`config.mk`:
```
export PLATFORM = sky130hd
export DESIGN_NAME = tetris_vga_render
export DESIGN_NICKNAME = d
export VERILOG_FILES = /design/src/rtl/tetris_vga_render.sv
export SDC_FILE = /design/constraint.sdc
export NUM_CORES = 1
export LEC_CHECK = 0
export CAP_MARGIN = 20
export CORE_ASPECT_RATIO = 1.4
export CORE_UTILIZATION = 52
export DETAILED_ROUTE_END_ITERATION = 16
export PLACE_DENSITY = 0.8
export SLEW_MARGIN = 0
export SYNTH_ARGS = -nofsm -noshare
export SYNTH_HDL_FRONTEND = slang
export SYNTH_SLANG_ARGS = --single-unit
```
`constraint.sdc`:
```
create_clock -name Clk -period 4.8 [get_ports Clk]
set_clock_uncertainty 0.1 [all_clocks]
set_input_delay 0.72 -clock Clk [delete_from_list [all_inputs] [get_ports Clk]]
set_output_delay 0.72 -clock Clk [all_outputs]
set_load 0.005 [all_outputs]
```
`src/rtl/tetris_vga_render.sv`:
```
// ============================================================================
//  Module   : tetris_vga_render
//  Purpose  : Display-side reader of the Tetris playfield. Generates VGA
//             timing (1024x768@60 Hz at 65 MHz by default), snapshots the
//             board and falling-piece cells once per frame, and renders
//             border, grid, locked cells and falling piece through a
//             3-stage pixel pipeline.
//  Ports    : Clk          - pixel clock
//             Rst          - synchronous active-high reset
//             Game[251:0]  - board, bit row*14+col
//             Cur_1..Cur_4 - falling-piece cell indices (>251 = no cell)
//             Hsync, Vsync - active-low syncs
//             De           - visible-area data enable
//             Rgb[7:0]     - pixel colour {R[2:0],G[2:0],B[1:0]}
//             Frame_Start  - one-cycle pulse aligned with the snapshot
//  Revision : 1.0 - initial release
// ============================================================================
`default_nettype none

module tetris_vga_render #(
  parameter int         BOARD_X0  = 288,
  parameter int         BOARD_Y0  = 96,
  parameter int         BORDER_W  = 4,
  parameter logic [7:0] C_BG      = 8'h00,
  parameter logic [7:0] C_GRID    = 8'h25,
  parameter logic [7:0] C_LOCK    = 8'hDB,
  parameter logic [7:0] C_PIECE   = 8'hFC,
  parameter logic [7:0] C_BORDER  = 8'hFF,
  parameter int         H_VISIBLE = 1024,
  parameter int         H_FRONT   = 24,
  parameter int         H_SYNC    = 136,
  parameter int         H_BACK    = 160,
  parameter int         V_VISIBLE = 768,
  parameter int         V_FRONT   = 3,
  parameter int         V_SYNC    = 6,
  parameter int         V_BACK    = 29
) (
  input  logic         Clk,
  input  logic         Rst,
  input  logic [251:0] Game,
  input  logic [7:0]   Cur_1,
  input  logic [7:0]   Cur_2,
  input  logic [7:0]   Cur_3,
  input  logic [7:0]   Cur_4,
  output logic         Hsync,
  output logic         Vsync,
  output logic         De,
  output logic [7:0]   Rgb,
  output logic         Frame_Start
);

  localparam int c_H_TOTAL  = H_VISIBLE + H_FRONT + H_SYNC + H_BACK;
  localparam int c_V_TOTAL  = V_VISIBLE + V_FRONT + V_SYNC + V_BACK;
  localparam int c_HS_START = H_VISIBLE + H_FRONT;
  localparam int c_VS_START = V_VISIBLE + V_FRONT;
  localparam int c_BOARD_W  = 448;  // 14 columns x 32 px
  localparam int c_BOARD_H  = 576;  // 18 rows x 32 px

  // ---------------------------------------------------------------- counters
  logic [10:0] r_h_cnt, r_v_cnt;

  always_ff @(posedge Clk) begin
    if (Rst) begin
      r_h_cnt <= '0;
      r_v_cnt <= '0;
    end else if (r_h_cnt == 11'(c_H_TOTAL - 1)) begin
      r_h_cnt <= '0;
      r_v_cnt <= (r_v_cnt == 11'(c_V_TOTAL - 1)) ? '0 : r_v_cnt + 11'd1;
    end else begin
      r_h_cnt <= r_h_cnt + 11'd1;
    end
  end

  // ---------------------------------------------------------------- snapshot
  // Taken at the first blank line so the whole visible frame sees one state.
  logic            w_snap;
  logic [251:0]    r_sh_game;
  logic [3:0][7:0] r_sh_cur;

  assign w_snap = (r_h_cnt == 11'd0) && (r_v_cnt == 11'(V_VISIBLE));

  always_ff @(posedge Clk) begin
    if (Rst) begin
      r_sh_game <= '0;
      r_sh_cur  <= {4{8'hFF}};
    end else if (w_snap) begin
      r_sh_game <= Game;
      r_sh_cur  <= {Cur_4, Cur_3, Cur_2, Cur_1};
    end
  end

  // ---------------------------------------------------------------- stage 1
  logic [10:0] w_dx, w_dy;
  logic        w_in_board, w_in_frame, w_de, w_hs, w_vs;

  assign w_dx       = r_h_cnt - 11'(BOARD_X0);
  assign w_dy       = r_v_cnt - 11'(BOARD_Y0);
  assign w_in_board = (w_dx < 11'(c_BOARD_W)) && (w_dy < 11'(c_BOARD_H));
  // Frame extent compared on un-offset counters; the extra bit keeps
  // h + BORDER_W from wrapping near the right edge of the counter range.
  assign w_in_frame = (({1'b0, r_h_cnt} + 12'(BORDER_W)) >= 12'(BOARD_X0)) &&
                      (r_h_cnt < 11'(BOARD_X0 + c_BOARD_W + BORDER_W)) &&
                      (({1'b0, r_v_cnt} + 12'(BORDER_W)) >= 12'(BOARD_Y0)) &&
                      (r_v_cnt < 11'(BOARD_Y0 + c_BOARD_H + BORDER_W));
  assign w_de = (r_h_cnt < 11'(H_VISIBLE)) && (r_v_cnt < 11'(V_VISIBLE));
  assign w_hs = !((r_h_cnt >= 11'(c_HS_START)) && (r_h_cnt < 11'(c_HS_START + H_SYNC)));
  assign w_vs = !((r_v_cnt >= 11'(c_VS_START)) && (r_v_cnt < 11'(c_VS_START + V_SYNC)));

  logic       r1_de, r1_hs, r1_vs, r1_fs, r1_in_board, r1_in_border, r1_gap;
  logic [3:0] r1_col;
  logic [4:0] r1_row;

  always_ff @(posedge Clk) begin
    if (Rst) begin
      r1_de        <= 1'b0;
      r1_hs        <= 1'b1;
      r1_vs        <= 1'b1;
      r1_fs        <= 1'b0;
      r1_in_board  <= 1'b0;
      r1_in_border <= 1'b0;
      r1_gap       <= 1'b0;
      r1_col       <= '0;
      r1_row       <= '0;
    end else begin
      r1_de        <= w_de;
      r1_hs        <= w_hs;
      r1_vs        <= w_vs;
      r1_fs        <= w_snap;
      r1_in_board  <= w_in_board;
      r1_in_border <= w_in_frame && !w_in_board;
      r1_gap       <= (w_dx[4:0] == 5'd0) || (w_dy[4:0] == 5'd0);
      r1_col       <= w_dx[8:5];
      r1_row       <= w_dy[9:5];
    end
  end

  // ---------------------------------------------------------------- stage 2
  logic [7:0] w_idx;
  logic       w_lock, w_piece;

  // Outside the board the index can exceed 251; the guard keeps the board
  // select in range and the result is masked by in_board later anyway.
  assign w_idx  = ({3'b000, r1_row} * 8'd14) + {4'b0000, r1_col};
  assign w_lock = (w_idx <= 8'd251) ? r_sh_game[w_idx] : 1'b0;

  always_comb begin
    w_piece = 1'b0;
    for (int i = 0; i < 4; i++) begin
      if ((r_sh_cur[i] <= 8'd251) && (r_sh_cur[i] == w_idx)) w_piece = 1'b1;
    end
  end

  logic r2_de, r2_hs, r2_vs, r2_fs, r2_in_board, r2_in_border, r2_gap;
  logic r2_lock, r2_piece;

  always_ff @(posedge Clk) begin
    if (Rst) begin
      r2_de        <= 1'b0;
      r2_hs        <= 1'b1;
      r2_vs        <= 1'b1;
      r2_fs        <= 1'b0;
      r2_in_board  <= 1'b0;
      r2_in_border <= 1'b0;
      r2_gap       <= 1'b0;
      r2_lock      <= 1'b0;
      r2_piece     <= 1'b0;
    end else begin
      r2_de        <= r1_de;
      r2_hs        <= r1_hs;
      r2_vs        <= r1_vs;
      r2_fs        <= r1_fs;
      r2_in_board  <= r1_in_board;
      r2_in_border <= r1_in_border;
      r2_gap       <= r1_gap;
      r2_lock      <= w_lock;
      r2_piece     <= w_piece;
    end
  end

  // ---------------------------------------------------------------- stage 3
  logic [7:0] w_rgb;

  always_comb begin
    w_rgb = 8'h00;
    if (!r2_de)             w_rgb = 8'h00;
    else if (r2_in_border)  w_rgb = C_BORDER;
    else if (!r2_in_board)  w_rgb = C_BG;
    else if (r2_piece)      w_rgb = r2_gap ? C_BG : C_PIECE;
    else if (r2_lock)       w_rgb = r2_gap ? C_BG : C_LOCK;
    else                    w_rgb = r2_gap ? C_GRID : C_BG;
  end

  always_ff @(posedge Clk) begin
    if (Rst) begin
      Hsync       <= 1'b1;
      Vsync       <= 1'b1;
      De          <= 1'b0;
      Rgb         <= 8'h00;
      Frame_Start <= 1'b0;
    end else begin
      Hsync       <= r2_hs;
      Vsync       <= r2_vs;
      De          <= r2_de;
      Rgb         <= w_rgb;
      Frame_Start <= r2_fs;
    end
  end

endmodule

`default_nettype wire

```
# Word level (Yosys, flattened, before mapping)
# Index checks and enable logic that the tools add are counted.
[classes]
addsub = 7
mul = 1
n_lt_le_gt_ge = 18
eq_ne = 7
n_mux = 14
bitwise = 2
n_reduce_logical = 23
[op_table]
columns = ["op", "count"]
rows = [
  ["$lt 11x10->1 const B", 5],
  ["$mux 8", 6],
  ["$le 8x8->1 const B", 5],
  ["$eq 8x8->1", 4],
  ["$add 11x3->12 const B", 2],
  ["$add 11x1->11 const B", 2],
  ["$eq 11x10->1 const B", 2],
  ["$lt 11x11->1 const B", 2],
  ["$logic_and 1x1->1", 13],
  ["$ge 12x7->1 const B", 1],
  ["$ge 12x9->1 const B", 1],
  ["$eq 11x11->1 const B", 1],
  ["$ge 11x10->1 const B", 1],
  ["$ge 11x11->1 const B", 1],
  ["$logic_not 11->1", 1],
  ["$lt 11x9->1 const B", 1],
  ["$mux 11", 1],
  ["$sub 11x7->11 const B", 1],
  ["$sub 11x9->11 const B", 1],
  ["$logic_not 5->1", 2],
  ["$lt 8x9->1 const B", 1],
  ["$add 8x4->8", 1],
  ["$bmux 1 s8", 1],
  ["$mul 5x3->7 const B", 1],
  ["6 further kinds", 15],
]
[word_totals]
register_bits = 343
in_bits = 286
output_inout_bits = 12
elab_cells = 102

# Longest topological paths before layout
# Gate-level depths: netlist of the first run.
[logic_depth]
depth_word = 8
depth_mapped = 14

# Worst setup path after synthesis of the first run
# Ideal clock, no wire load.
[synth_path]
path_type = "flip-flop to flip-flop"
from = "register r1_row[2]"
to = "register r2_piece"
setup_time_ns = 0.060
arrival_ns = 3.299
required_ns = 4.640
setup_slack_ns = 1.341
path_stages_with_launch = 14
path_buffers = 1
period_less_slack_ns = 3.459
path_cell_list = "dfxtp_1 > inv_1 > fa_1 > inv_1 > ha_1 > ha_1 > xnor2_1 > buf_2 > xnor2_1 > o2111ai_1 > a2111oi_0 > nand2_1 > o22ai_1 > o311a_1"
[synth_between]
elab_chain_cells = 8
word_cells_on_any_way = 14
classes_between = "add/sub (1); mul (1); eq/ne (4); mux (4); reduce/logical (4)"
[synth_lines]
columns = ["item", "line", "source"]
rows = [
  ["start, declared", "111", "logic [4:0] r1_row;"],
  ["start signal, assigned", "133", "r1_row <= w_dy[9:5];"],
  ["$mul 5x3->7 (*)", "143", "assign w_idx = ({3'b000, r1_row} * 8'd14) + {4'b0000, r1_col};"],
  ["$add 8x4->8 (*)", "143", ""],
  ["$eq 8x8->1", "149", "if ((r_sh_cur[i] <= 8'd251) && (r_sh_cur[i] == w_idx)) w_piece = 1'b1;"],
  ["$logic_and 1x1->1", "149", ""],
  ["$mux 1 (3 in a row)", "149", ""],
  ["$mux 1 (*)", "149", ""],
  ["end signal, assigned", "176", "r2_piece <= w_piece;"],
  ["end, declared", "154", "logic r2_lock, r2_piece;"],
]
# Every way passes the cells marked *; elsewhere a longest branch is shown, timed or not.
# A chain may end at the register's enable or synchronous reset.

# Final worst setup path of the first run
[layout_path]
from = "register r1_row[0]"
to = "register r2_piece"
# Same word-level chain as after synthesis.

==> metrics.cfg, run 1 <==
[clock_tree]
ctsHoldBuffers = 0
htreeDepth = 1
cts_made_buffers = 31
clk_path_buf_depth = 3
cts_setup_buffers = 0
clock-sinks = 339
clkTransAtPathRegs_ns = 0.07
clk_latency_ns = 0.57
cts-resized-gates = 0
cts-root-buf = clkbuf_16
cts_tree = yes

[drt]
num_vias = 13470
drtAntennaViolNets = 0
drt-total-wl_um = 43100
drc_errors = 0
drt-initial-drc-count = 902
wl_per_cell_um = 17.99
firstDrtPassIters = 5
viasPerCell = 5.623

[logic_synthesis]
ys_seq_area_share_pct = 44.03
syn-mean-instance-area_sq_um = 8.607
synth_nets = 2105
async_reset_ff_share_pct = 0
yosysWarnings = 0
ys_top_cells_by_area = dfxtp_1 44%, nand2_1 14%, a21oi_1 8.9%
synth-edff-count = 0
synth_cell_types = 59
yosysTopAreaCell = dfxtp_1
ys.flop_type = dfxtp_1
syn_area_sq_mm = 0.01541
ys_ff_latch = 339
yosys.area.top_type_share_pct = 44.03
synthCells = 1791

[worst_setup_path]
cpPeakStageDelay_ns = 0.75
required_ns = 5.22
path_max_fanout = 12
path_cells = inv_1, fa_1, inv_1, ha_1, ha_1, xnor2_2, xnor2_1, o2111ai_1, a2111oi_0, nand2_1, o22ai_1, o311a_1
worst_ep_arrival_time_ns = 4.54
reg2reg_slack_ns = 0.68
cp-end-kind = flip-flop
startpoint_type = flip-flop
worstSetupPathType = flip-flop to flip-flop
cpMaxStageDelayCell = xnor2_2

[pwr]
p_leak_nw = 6.688
ir_worst_vdd_uv = 254.8
p_per_area_mw_per_mm2 = 312.2
total_power_mw = 6.082

[die]
ios = 298
die_w_um = 147.5
die_area_sq_mm = 0.03035
fp-row-count = 74
core_area_sq_mm = 0.02917
die_h_um = 205.7
start_util_pct = 52.85

[final_layout]
fill_cells = 2338
diodes = 0
syn_to_final_growth_pct = 26.37
drive_above_1_share_pct = 6.994
nets = 2308

[grt]
grt_pass1_vias = 12940
grt_overflow_total = 0
grt_first_pass_wirelength_um = 66840
antenna_found_initial = 0
grt_start_max_net_pins = 154
grtUsageTotal_pct = 27.81

[place]
gp_congestion = 0.8743
io_buffer_count = 297
place_hpwl_um = 30570

[outcome]
status = complete, no violations

[sta]
finalCritPeriodShare_pct = 85.87
finalCriticalPeriod_ns = 4.122
tightest_slew_ns = 1.087
slew_viol_final = 0
timing_hold_violations_final = 0
grt_setup_unrepaired = no
relSlewSlack_pct = 27.31
clock.fmax_mhz = 242.6
tns_ns = 0
setup-violations-final = 0

[run]
drv_cap = 0

[worst_hold_path]
hold_class = flip-flop to flip-flop

## registers in the layout, summed over array words and instances, names as in the netlist, 4 cells and up
signal	cells
r1_col	4
r_v_cnt	11
r1_row	5
r_sh_cur	32
r_h_cnt	11
Rgb	4
r_sh_game	252
## per-layer routing
layer,vias to the layer above,wire (um),part of all wire (%),track usage (%)
met2,491,22140,51,49.78
met1,6392,16360,38,32.60
met5,-,0,0,0
met3,121,2448,5.7,3.392
li1,6469,-,-,-
met4,0,2148,5.0,14.06
## worst paths after layout
check | from | depth (start not counted) | end
setup / recovery | r1_row[0]$_SDFF_PP0_ | 12 | r2_piece$_SDFF_PP0_
hold / removal | r2_hs$_SDFF_PP1_ | 1 | Hsync$_SDFF_PP1_
setup reg to reg | r1_row[0]$_SDFF_PP0_ | 12 | r2_piece$_SDFF_PP0_
hold reg to reg | r2_hs$_SDFF_PP1_ | 1 | Hsync$_SDFF_PP1_
## through the flow
step | cell area (sq um) | util [%] | hold WS (ns) | cells | setup WS, ns
5_1_grt | 19480 | 66.79 | 0.3283 | 2396 | 0.3820
3_3_place_gp | 18370 | 62.97 | 0.2980 | 2339 | 0.8567
4_1_cts | 19420 | 66.60 | 0.3125 | 2394 | 0.6969
2_1_floorplan | 15410 | - | 0.2895 | 1791 | 1.341
3_5_place_dp | 18370 | 62.97 | 0.2955 | 2339 | 0.7042
6_report | 19480 | 66.79 | 0.3120 | 2396 | 0.6784
## cell usage in the layout (no fill, tap or decap), drive strengths merged, types with 6 or more instances in the layout
cell             n
mux4            53
nand3           23
nor2b           15
a221o            6
nand4           14
xnor3            7
xor2            16
buf             16
o22ai            8
dfxtp          339
xnor2           31
a31oi            7
o21ai           20
mux2i           72
a221oi           8
clkdlybuf4s50  296
ha              22
inv             33
and3             9
nor3             9
o211ai           6
and2             6
nor2            47
clkbuf          43
nand2          564
a21oi          275
fa               6
## worst max-delay path: cells and delay by family (launching register included)
kind	cells	cell delay, ns
xor+xnor	2	0.94
buf+inv	2	0.12
compound gates	4	1.18
simple gates	1	0.12
fa+ha+maj	3	1.19
flops	1	0.40
## kinds of logic after synthesis
logic type                 share of synthesized area (%)
buffers and inverters                              5.292
xor gates and xnor gates                           3.791
and+or+nand+nor                                    18.92
AOI/OAI and AO/OA                                  12.91
adders and majority gates                          2.565
muxes                                              12.49
DFF                                                44.03
## final cells by class
type                            count  area (sq um)  share of cell area (%)
Clock buffer                       42         877.1                   4.503
Clock inverter                     13         181.4                  0.9313
Inverter                           31         116.4                  0.5973
Multi-Input combinational cell   1278          7853                   40.31
Sequential cell                   339          6790                   34.86
Tap cell                          380         475.5                   2.441
Timing Repair Buffer              313          3187                   16.36
## synthesized netlist by cell type, drive strengths merged, types with 6 or more instances
master / instances
nand2: 564
dfxtp: 339
a21oi: 275
buf: 72
mux2i: 72
clkbuf: 71
mux4: 53
nor2: 47
inv: 31
xnor2: 31
nand3: 23
ha: 22
o21ai: 20
xor2: 16
nor2b: 15
nand4: 14
and3: 9
nor3: 9
a221oi: 8
o22ai: 8
a31oi: 7
xnor3: 7
a221o: 6
and2: 6
fa: 6
o211ai: 6
## power by group
| group | internal, mW | switching (mW) | total, mW |
|---|---|---|---|
| clock | 1.49 | 1.06 | 2.55 |
| combinational | 0.377 | 0.304 | 0.680 |
| sequential | 2.82 | 0.0268 | 2.85 |
| total | 4.69 | 1.39 | 6.08 |
Power figures use the tool's default switching activity.
==> inputs of run 2 (changes only) <==
Settings changed: SETUP_SLACK_MARGIN set to 0.4.
==> run 2 against run 1 <==
Total power up 0.14%. Worst hold slack about the same. Register-to-register slack better by 0.22 ns. Routed wire length about the same. Setup slack better by 0.22 ns. Non-clock buffer count unchanged. Final cell count unchanged. Die area unchanged. Critical path type unchanged. Largest cell class unchanged. Largest power group unchanged.
==> metrics.cfg, run 2 (synthesized netlist as in run 1, its figures left out) <==
[outcome]
status = complete, no violations  ; unchanged

[final_layout]
largestRegisters = r_sh_game: 252 flops, r_sh_cur: 32 flops  ; unchanged
regMostFlops = r_sh_game  ; unchanged
drive_above_1_share_pct = 6.994  ; unchanged
diodes = 0  ; unchanged
largest_register_ffs = 252  ; unchanged
seqCellArea_sq_mm = 0.006790  ; unchanged
layout_common_cells = 564 x nand2_1, 338 x dfxtp_1, 296 x clkdlybuf4s50_1, 275 x a21oi_1, 72 x mux2i_1  ; unchanged
mostFrequentLayoutCell = nand2_1  ; unchanged
multiInputGateArea_sq_mm = 0.007864  ; was 0.007853 sq mm
final-instance-count-excl-fill = 2396  ; unchanged
nets = 2308  ; unchanged
syn_to_final_growth_pct = 26.44  ; was 26.37%
fill_cells = 2335  ; was 2338

[sta]
tns_ns = 0  ; unchanged
clock.fmax_mhz = 256.2  ; was 242.6 MHz
grt_setup_unrepaired = no  ; unchanged
slew_viol_final = 0  ; unchanged
finalCritPeriodShare_pct = 81.32  ; was 85.87%
setup-violations-final = 0  ; unchanged
relSlewSlack_pct = 27.83  ; was 27.31%
finalCriticalPeriod_ns = 3.903  ; was 4.122 ns
timing.hold.ws_ns = 0.3120  ; about the same
tightest_slew_ns = 1.079  ; was 1.087 ns
timing_hold_violations_final = 0  ; unchanged

[clock_tree]
cts_made_buffers = 31  ; unchanged
ctsHoldBuffers = 0  ; unchanged
cts_tree = yes  ; unchanged
clk_path_buf_depth = 3  ; unchanged
cts-root-buf = clkbuf_16  ; unchanged
clock-sinks = 339  ; unchanged
cts_setup_buffers = 0  ; unchanged
htreeDepth = 1  ; unchanged
clkTransAtPathRegs_ns = 0.07  ; about the same
clk_latency_ns = 0.57  ; about the same

[grt]
grt_first_pass_wirelength_um = 66840  ; unchanged
antenna_found_initial = 0  ; unchanged
grt_overflow_total = 0  ; unchanged
met1_usage_pct = 32.60  ; unchanged
grt_pass1_vias = 12940  ; unchanged
use_met2_pct = 49.78  ; unchanged
grt-busiest-layer = met2  ; unchanged
grt_use_met3_pct = 3.392  ; unchanged
grtUsageTotal_pct = 27.81  ; unchanged
grt_start_max_net_pins = 154  ; unchanged

[worst_hold_path]
whs_path_depth = 1  ; unchanged
hold_class = flip-flop to flip-flop  ; unchanged
min-delay-start = r2_hs$_SDFF_PP1_  ; unchanged
holdPathEnd = Hsync$_SDFF_PP1_  ; unchanged

[worst_setup_path]
worstSetupPathType = flip-flop to flip-flop  ; unchanged
required_ns = 5.22  ; about the same
worst_ep_arrival_time_ns = 4.33  ; was 4.54 ns
startpoint_type = flip-flop  ; unchanged
path_max_fanout = 12  ; unchanged
reg2regPathDepth = 12  ; unchanged
cp-end-kind = flip-flop  ; unchanged
reg2reg_slack_ns = 0.90  ; was 0.68 ns
worst_r2r_startpoint = r1_row[0]$_SDFF_PP0_  ; unchanged
rr_endpoint = r2_piece$_SDFF_PP0_  ; unchanged

[pwr]
p_leak_nw = 6.689  ; was 6.688 nW
ir_worst_vdd_uv = 255.3  ; was 254.8 uV
p_per_area_mw_per_mm2 = 312.5  ; was 312.2 mW/mm^2

[place]
gp_congestion = 0.8743  ; unchanged
io_buffer_count = 297  ; unchanged
place_hpwl_um = 30570  ; unchanged
placed_cells = 2339  ; unchanged

[run]
drv_cap = 0  ; unchanged

[drt]
num_vias = 13390  ; was 13470
firstDrtPassIters = 5  ; unchanged
drt-initial-drc-count = 959  ; was 902
drtAntennaViolNets = 0  ; unchanged
drt-total-wl_um = 43130  ; was 43100 um
drc_errors = 0  ; unchanged
wl_per_cell_um = 18.00  ; was 17.99 um
viasPerCell = 5.587  ; was 5.623

[die]
fp-row-count = 74  ; unchanged
core_area_sq_mm = 0.02917  ; unchanged
die_area_sq_mm = 0.03035  ; unchanged
die_h_um = 205.7  ; unchanged
start_util_pct = 52.85  ; unchanged
ios = 298  ; unchanged
die_w_um = 147.5  ; unchanged

-- run 2: cell counts in the layout (fill, tap and decap cells not counted) --
No cell type changed its count.
-- run 2: worst max-delay path by stage --
stage / start / endpoint / slack, ns / cells past startpoint
after detailed placement: r1_row[2]$_SDFF_PP0_ / r2_piece$_SDFF_PP0_ / 0.70 / 12
after global placement: r1_row[2]$_SDFF_PP0_ / r2_piece$_SDFF_PP0_ / 0.86 / 12
after CTS: r1_row[2]$_SDFF_PP0_ / r2_piece$_SDFF_PP0_ / 0.70 / 12
final: r1_row[0]$_SDFF_PP0_ / r2_piece$_SDFF_PP0_ / 0.90 / 12
after floorplan: r1_row[2]$_SDFF_PP0_ / r2_piece$_SDFF_PP0_ / 1.34 / 13
after global routing: r1_row[2]$_SDFF_PP0_ / r2_piece$_SDFF_PP0_ / 0.63 / 12
-- run 2: metrics by stage --
step	total power, mW	setup WS, ns	area (sq um)	utilization (%)
after floorplan	3.244	1.341	15410	-
after global placement	3.574	0.8567	18370	62.97
after detailed placement	3.585	0.7042	18370	62.97
after CTS	6.115	0.6969	19420	66.60
after global routing	6.290	0.6252	19490	66.83
final	6.090	0.8967	19490	66.83
-- run 2: what timing repair did --
action | CTS | global route
hold endpoints to repair | 0 | 0
setup endpoints to repair | 0 | 1
resized for setup | 0 | 1
-- run 2: worst max-delay path, stage by stage, from the launching register on --
cell,delay (ns)
dfxtp_1,0.40
inv_1,0.08
fa_1,0.53
inv_1,0.04
ha_1,0.28
ha_1,0.41
xnor2_4,0.53
xnor2_1,0.18
o2111ai_1,0.10
a2111oi_0,0.71
nand2_1,0.12
o22ai_1,0.18
o311a_1,0.18
-- run 2: power by group --
part | internal [mW] | leakage [nW] | total, mW | switching, mW
clock | 1.49 | 0.517 | 2.56 | 1.06
combinational | 0.378 | 3.44 | 0.684 | 0.305
sequential | 2.82 | 2.74 | 2.85 | 0.0270
total | 4.69 | 6.69 | 6.09 | 1.40
-- run 2: area by class of cell --
class,instances,area share (%)
Inverter,31,0.5970
Tap cell,380,2.439
Clock buffer,42,4.500
Clock inverter,13,0.9308
Timing Repair Buffer,313,16.35
Sequential cell,339,34.84
Multi-Input combinational cell,1278,40.35
-- run 2: layer usage --
metal	part of all wire [%]	vias to the layer above	wire, um
li1	-	6459	-
met1	38	6359	16510
met2	51	450	22100
met3	5.5	119	2376
met4	5.0	0	2138
met5	0	-	0
==> inputs of run 3 (changes only) <==
Settings changed: CORE_UTILIZATION 52 to 47, PLACE_DENSITY 0.8 to 0.76.
Clock period 4.8 ns to 3.15 ns, I/O delays scaled along.
==> run 3 against run 2 <==
Register-to-register slack got worse by 0.96 ns. Global-route usage is 1.6 points lower. Clock power rose by 68%. Sequential power rose by 52%. The run now ends with negative setup slack left. Worst hold slack worse by 0.032 ns. Critical path depth stayed put. Utilization shrank 3.7 points. Critical path type unchanged.
==> metrics.cfg, run 3 (synthesized netlist as in run 1, its figures left out) <==
[outcome]
status = finished, violations left  ; was complete, no violations
violations = negative setup slack

[pwr]
p_sw_share_pct = 22.99  ; was 22.93%
p_clk_share_pct = 43.4  ; was 42.0%
comb_power_share_pct = 12.8  ; was 11.2%
p_leak_nw = 7.060  ; was 6.689 nW
p_sw_mw = 2.275  ; was 1.397 mW
p_per_area_mw_per_mm2 = 485.1  ; was 312.5 mW/mm^2
seqPwrFrac_pct = 43.7  ; was 46.8%
p_int_mw = 7.621  ; was 4.694 mW
ir_worst_vdd_uv = 434.8  ; was 255.3 uV

[grt]
grt_first_pass_wirelength_um = 69030  ; was 66840 um
grt_pass1_vias = 13340  ; was 12940
grt_overflow_total = 0  ; unchanged
grtUsageTotal_pct = 26.17  ; was 27.81%
antenna_found_initial = 6  ; was 0
grt_start_max_net_pins = 150  ; was 154

[worst_hold_path]
hold_class = input pin to flip-flop  ; was flip-flop to flip-flop
min-delay-start = Rst  ; was r2_hs$_SDFF_PP1_

[drt]
num_vias = 13660  ; was 13390
drt-total-wl_um = 45300  ; was 43130 um
firstDrtPassIters = 5  ; unchanged
drc_errors = 0  ; unchanged
drt-initial-drc-count = 987  ; was 959
wl_per_cell_um = 18.01  ; was 18.00 um
viasPerCell = 5.430  ; was 5.587
drtAntennaViolNets = 0  ; unchanged

[worst_setup_path]
cp-startpoint = r1_row[0]$_SDFF_PP0_  ; unchanged
worst_ep_arrival_time_ns = 3.52  ; was 4.33 ns
worstSetupPathType = flip-flop to flip-flop  ; unchanged
worst_r2r_startpoint = r1_row[0]$_SDFF_PP0_  ; unchanged
required_ns = 3.45  ; was 5.22 ns
cp-end-kind = flip-flop  ; unchanged
path_max_fanout = 5  ; was 12
startpoint_type = flip-flop  ; unchanged

[place]
dp_slack_ns = -0.2333  ; was 0.7042 ns
io_buffer_count = 297  ; unchanged
gp_congestion = 0.9012  ; was 0.8743
place_hpwl_um = 31890  ; was 30570 um
placed_cells = 2438  ; was 2339

[clock_tree]
cts-root-buf = clkbuf_16  ; unchanged
cts_tree = yes  ; unchanged
clk_path_buf_depth = 3  ; unchanged
htreeDepth = 2  ; was 1
clock-sinks = 339  ; unchanged
cts_made_buffers = 35  ; was 31
clkTransAtPathRegs_ns = 0.06  ; was 0.07 ns
clk_latency_ns = 0.52  ; was 0.57 ns

[sta]
finalCritPeriodShare_pct = 102.1  ; was 81.32%
grt_setup_unrepaired = yes  ; was no
relSlewSlack_pct = 44.46  ; was 27.83%
timing.hold.ws_ns = 0.2796  ; was 0.3120 ns
clock.fmax_mhz = 311.0  ; was 256.2 MHz
tns_ns = -0.09565  ; was 0 ns
tightest_slew_ns = 0.8331  ; was 1.079 ns
setup-violations-final = 2  ; was 0
slew_viol_final = 0  ; unchanged
finalWorstSetupSlack_ns = -0.06571  ; was 0.8967 ns
timing_hold_violations_final = 0  ; unchanged
finalCriticalPeriod_ns = 3.216  ; was 3.903 ns

[die]
core_area_sq_mm = 0.03230  ; was 0.02917 sq mm
start_util_pct = 47.72  ; was 52.85%
die_area_sq_mm = 0.03354  ; was 0.03035 sq mm
ios = 298  ; unchanged
die_h_um = 216.3  ; was 205.7 um
die_w_um = 155.1  ; was 147.5 um
fp-row-count = 78  ; was 74

[final_layout]
drive_above_1_share_pct = 10.92  ; was 6.994%
fill_cells = 2654  ; was 2335
largest_register_ffs = 252  ; unchanged
syn_to_final_growth_pct = 32.35  ; was 26.44%
post-route-util_pct = 63.16  ; was 66.83%
largestRegisters = r_sh_game: 252 flops, r_sh_cur: 32 flops  ; unchanged
layout_common_cells = 564 x nand2_1, 334 x dfxtp_1, 296 x clkdlybuf4s50_1, 273 x a21oi_1, 72 x mux2i_1  ; was 564 x nand2_1, 338 x dfxtp_1, 296 x clkdlybuf4s50_1, 275 x a21oi_1, 72 x mux2i_1
final-instance-count-excl-fill = 2515  ; was 2396
multiInputGateArea_sq_mm = 0.008102  ; was 0.007864 sq mm
nets = 2360  ; was 2308
mostFrequentLayoutCell = nand2_1  ; unchanged
regMostFlops = r_sh_game  ; unchanged
seqCellArea_sq_mm = 0.006798  ; was 0.006790 sq mm

[run]
drv_cap = 0  ; unchanged

## run 3: changes by cell type in the layout (fill, tap and decap cells not counted), moves of 4 or more
cell | previous run | this run
dfxtp_1 | 338 | 334
o22ai_2 | 0 | 5
buf_12 | 4 | 10
diode_2 | 0 | 6
buf_6 | 0 | 9
buf_4 | 10 | 42
o22ai_1 | 8 | 3
xnor2_4 | 1 | 5
clkbuf_16 | 31 | 36
## run 3: repair_timing
action,CTS,global route
endpoints found under the setup margin,150,203
hold endpoints to repair,0,0
gates cloned,1,2
hold buffers,0,0
pin swaps,18,7
buffers inserted,3,5
gates resized for setup,29,13
## run 3: worst max-delay path: stages, from the launching register on
cell and delay [ns]:
dfxtp_2 0.33, inv_2 0.04, fa_1 0.54, inv_2 0.05
ha_4 0.15, fa_2 0.39, xnor2_4 0.18, a211oi_2 0.23
xnor3_2 0.36, xor2_1 0.19, nand3_1 0.11, o22ai_2 0.09
o311a_1 0.34
## run 3: routing by layer
layer	vias to the layer above	wire, um	global-route usage, %	part of all wire, %
met5	-	0	0	0
met4	0	2169	14.46	4.8
met3	118	2182	3.779	4.8
met2	440	23750	47.28	52
met1	6516	17200	29.31	38
li1	6583	-	-	-
## run 3: power groups by stage
| stage | Clock, mW | Sequential, mW | Combinational, mW |
|---|---|---|---|
| 3_3_place_gp | 0 | 4.43 | 1.13 |
| 2_1_floorplan | 0 | 4.41 | 0.562 |
| 6_report | 4.30 | 4.33 | 1.27 |
| 4_1_cts | 4.35 | 4.33 | 1.24 |
| 5_1_grt | 4.54 | 4.33 | 1.34 |
| 3_5_place_dp | 0 | 4.43 | 1.15 |
## run 3: through the flow
stage / instance area (sq um) / total power [mW]
floorplan: 15490 / 4.971
global placement: 18880 / 5.556
detailed placement: 18880 / 5.574
CTS: 20260 / 9.924
global route: 20400 / 10.21
finish: 20400 / 9.897
## run 3: path summary, 6_finish.rpt
path | end | slack, ns | cells after the start
min reg2reg | Vsync$_SDFF_PP1_ | 0.31 | 1
min | r_v_cnt[10]$_SDFFE_PP0P_ | 0.28 | 2
max | r2_piece$_SDFF_PP0_ | -0.07 | 12
max reg2reg | r2_piece$_SDFF_PP0_ | -0.07 | 12
## run 3: final cells by class
| type | instances | share of cell area (%) |
|---|---|---|
| inverters | 31 | 0.5703 |
| diodes | 6 | 0.07359 |
| well taps | 440 | 2.698 |
| multi-input cells | 1279 | 39.71 |
| clock buffers | 51 | 5.029 |
| repair buffers | 360 | 17.81 |
| clock inverters | 9 | 0.7911 |
| flip-flops and latches | 339 | 33.32 |
==> edit: new RTL, settings of run 2 <==
Take the reset off `Rgb` and load it in a clocked block of its own.
--- a/src/rtl/tetris_vga_render.sv
+++ b/src/rtl/tetris_vga_render.sv
@@ -195,17 +195,19 @@
       Hsync       <= 1'b1;
       Vsync       <= 1'b1;
       De          <= 1'b0;
-      Rgb         <= 8'h00;
       Frame_Start <= 1'b0;
     end else begin
       Hsync       <= r2_hs;
       Vsync       <= r2_vs;
       De          <= r2_de;
-      Rgb         <= w_rgb;
       Frame_Start <= r2_fs;
     end
   end
 
+  always_ff @(posedge Clk) begin
+    Rgb <= w_rgb;
+  end
+
 endmodule
 
 `default_nettype wire
Check against the original RTL: same outputs for any inputs over 10 cycles, from zero or initial values and one cycle with Rst high; that may be too few to reach the edited logic, so the function may still have changed.
==> edit against run 2 <==
- synthesized area grew 1.3%
- synthesized cell count is 1.8% higher
- final area grew 0.82%
- routed wire length up 1.3%
- via count increased by 1.7%
- setup slack lost 0.066 ns
- sequential cell count unchanged
- final cell count up 1.7%
- power is 1.9% higher
- largest power group unchanged
- highest routed layer unchanged
==> edit: results (changes against run 2) <==
** Synthesis
- Count of synthesis-stage warnings from yosys :: 0 (unchanged)
- The count of different cell masters after synthesis came to 66 (+12%).
- Leading post-synthesis cells by cell area :: sky130_fd_sc_hd__dfxtp_1 43%, sky130_fd_sc_hd__nand2_1 15%, sky130_fd_sc_hd__a21oi_1 8.8%
- The adder-cell share of the synthesized area came to 2.53% (-0.032 points).
- Share of the synthesized netlist area taken by xor and xnor gates :: 3.62% (-0.17 points)
- Complex-gate fraction of the synthesized area :: 12.5% (-0.43 points)
- Number of nets in the synthesized netlist :: 2138 (+1.6%)
- By count the netlist is led by 607 x sky130_fd_sc_hd__nand2_1, 339 x sky130_fd_sc_hd__dfxtp_1, 276 x sky130_fd_sc_hd__a21oi_1.
- Mux contribution to synthesized area :: 10.2% (-2.3 points)
- The sequential-to-total area share from yosys stat came to 43.5% (-0.55 points).

** Power and ir drop
- The portion of total power attributed to the clock network came to 43.5% (+1.5 points).
- The internal power summed over all cells was 4.80 mW (+2.3%).
- The combinational share of power is 10.7% (-0.5 points).
- The worst IR drop on VDD is 0.240 mV (-6.0%).
- Switching power of the nets :: 1.40 mW (+0.48%)

** Critical path
- The arrival time of the worst setup path is 4.21 ns (-0.12 ns).
- R2R setup slack :: 0.83 ns (-0.07 ns)
- Start point of the critical path :: r1_row[2]$_SDFF_PP0_
- Worst path max stage delay :: 0.48 ns (-0.23 ns)
- The largest driver fanout on the critical path is 14 (+2).

** Cells and area
- Multi-input combinational cell count :: 1315 (+2.9%)
- The layout clock buffer count came to 54 (+29%).
- The number of non-clock buffers in the layout came to 308 (-1.6%).
- The count of filler cells inserted in the layout was 2334 (-0.043%).
- Post-layout nets :: 2341 (+1.4%)
- Proportion of final cell area spent on non-clock buffers :: 16.0% (-0.36 points)
- Share of the final layout cell area in sequential cells :: 34.6% (-0.28 points)
- The total inserted antenna cells came to 6 (+6).
- Layout inverter count without the clock tree :: 29 (-6.5%)
- Fraction of final layout cells sized beyond drive strength 1 :: 7.80% (+0.81 points)
- The total area of multi-input combinational cells came to 7970 um^2 (+1.3%).

** Clock network
- The number of buffers created by CTS is 34 (+9.7%).
- The clock latency on the worst-skew pair was 0.51 ns (-0.06 ns).
- H-tree depth :: 2 (+1)

** Timing
- The relative max-transition margin was 28.7% (+0.90 points).
- Maximum clock frequency :: 0.252 GHz (-1.7%)

** Outcome
- Result of the run :: finished, final reports clean

** Detailed routing
- The final wirelength is 43700 um (+1.3%).
- The via-per-instance ratio was 5.58 (about the same).

** Global routing
- The number of global-route vias before repair came to 13500 (+4.3%).
- The number of antenna violations at the first check in global routing is 6 (+6).
- The total track usage was 27.9% (+0.12 points).
- The pin count of the biggest net entering global routing came to 235 (+53%).

** Place
- Final weighted congestion of routability-driven global placement :: 0.861 (-1.6%)
- Final HPWL from detailed placement :: 30300 um (-0.94%)
- Worst slack at placement :: 0.878 ns (+0.173 ns)

** Min path
- Worst Min Path Start :: r1_hs$_SDFF_PP1_
- Hold-critical path endpoint :: r2_hs$_SDFF_PP1_
## edit: worst max-delay path: cells and delay by family, from the launching register on
kind / cells / cell delay, ns
AOI/OAI and AO/OA: 4 / 1.08
adders and majority gates: 3 / 1.17
DFF: 1 / 0.46
and+or+nand+nor: 2 / 0.67
buffers and inverters: 2 / 0.14
xor gates and xnor gates: 1 / 0.17
## edit: routing by layer
layer  global-route usage [%]  up-vias  routed length, um
met5                        0        -                  0
met4                     13.9        0               1850
met3                     3.50      108               2500
met2                     49.5      471              22500
met1                     32.7     6458              16800
li1                         -     6572                  -
## edit: metrics by stage
stage | hold WS (ns) | instances | cell area (um^2) | util (%)
finish | 0.313 | 2437 | 19700 | 66.9
global route | 0.320 | 2437 | 19700 | 66.9
CTS | 0.313 | 2430 | 19600 | 66.8
detailed placement | 0.300 | 2370 | 18500 | 62.9
global placement | 0.299 | 2370 | 18500 | 62.9
floorplan | 0.289 | 1824 | 15600 | -
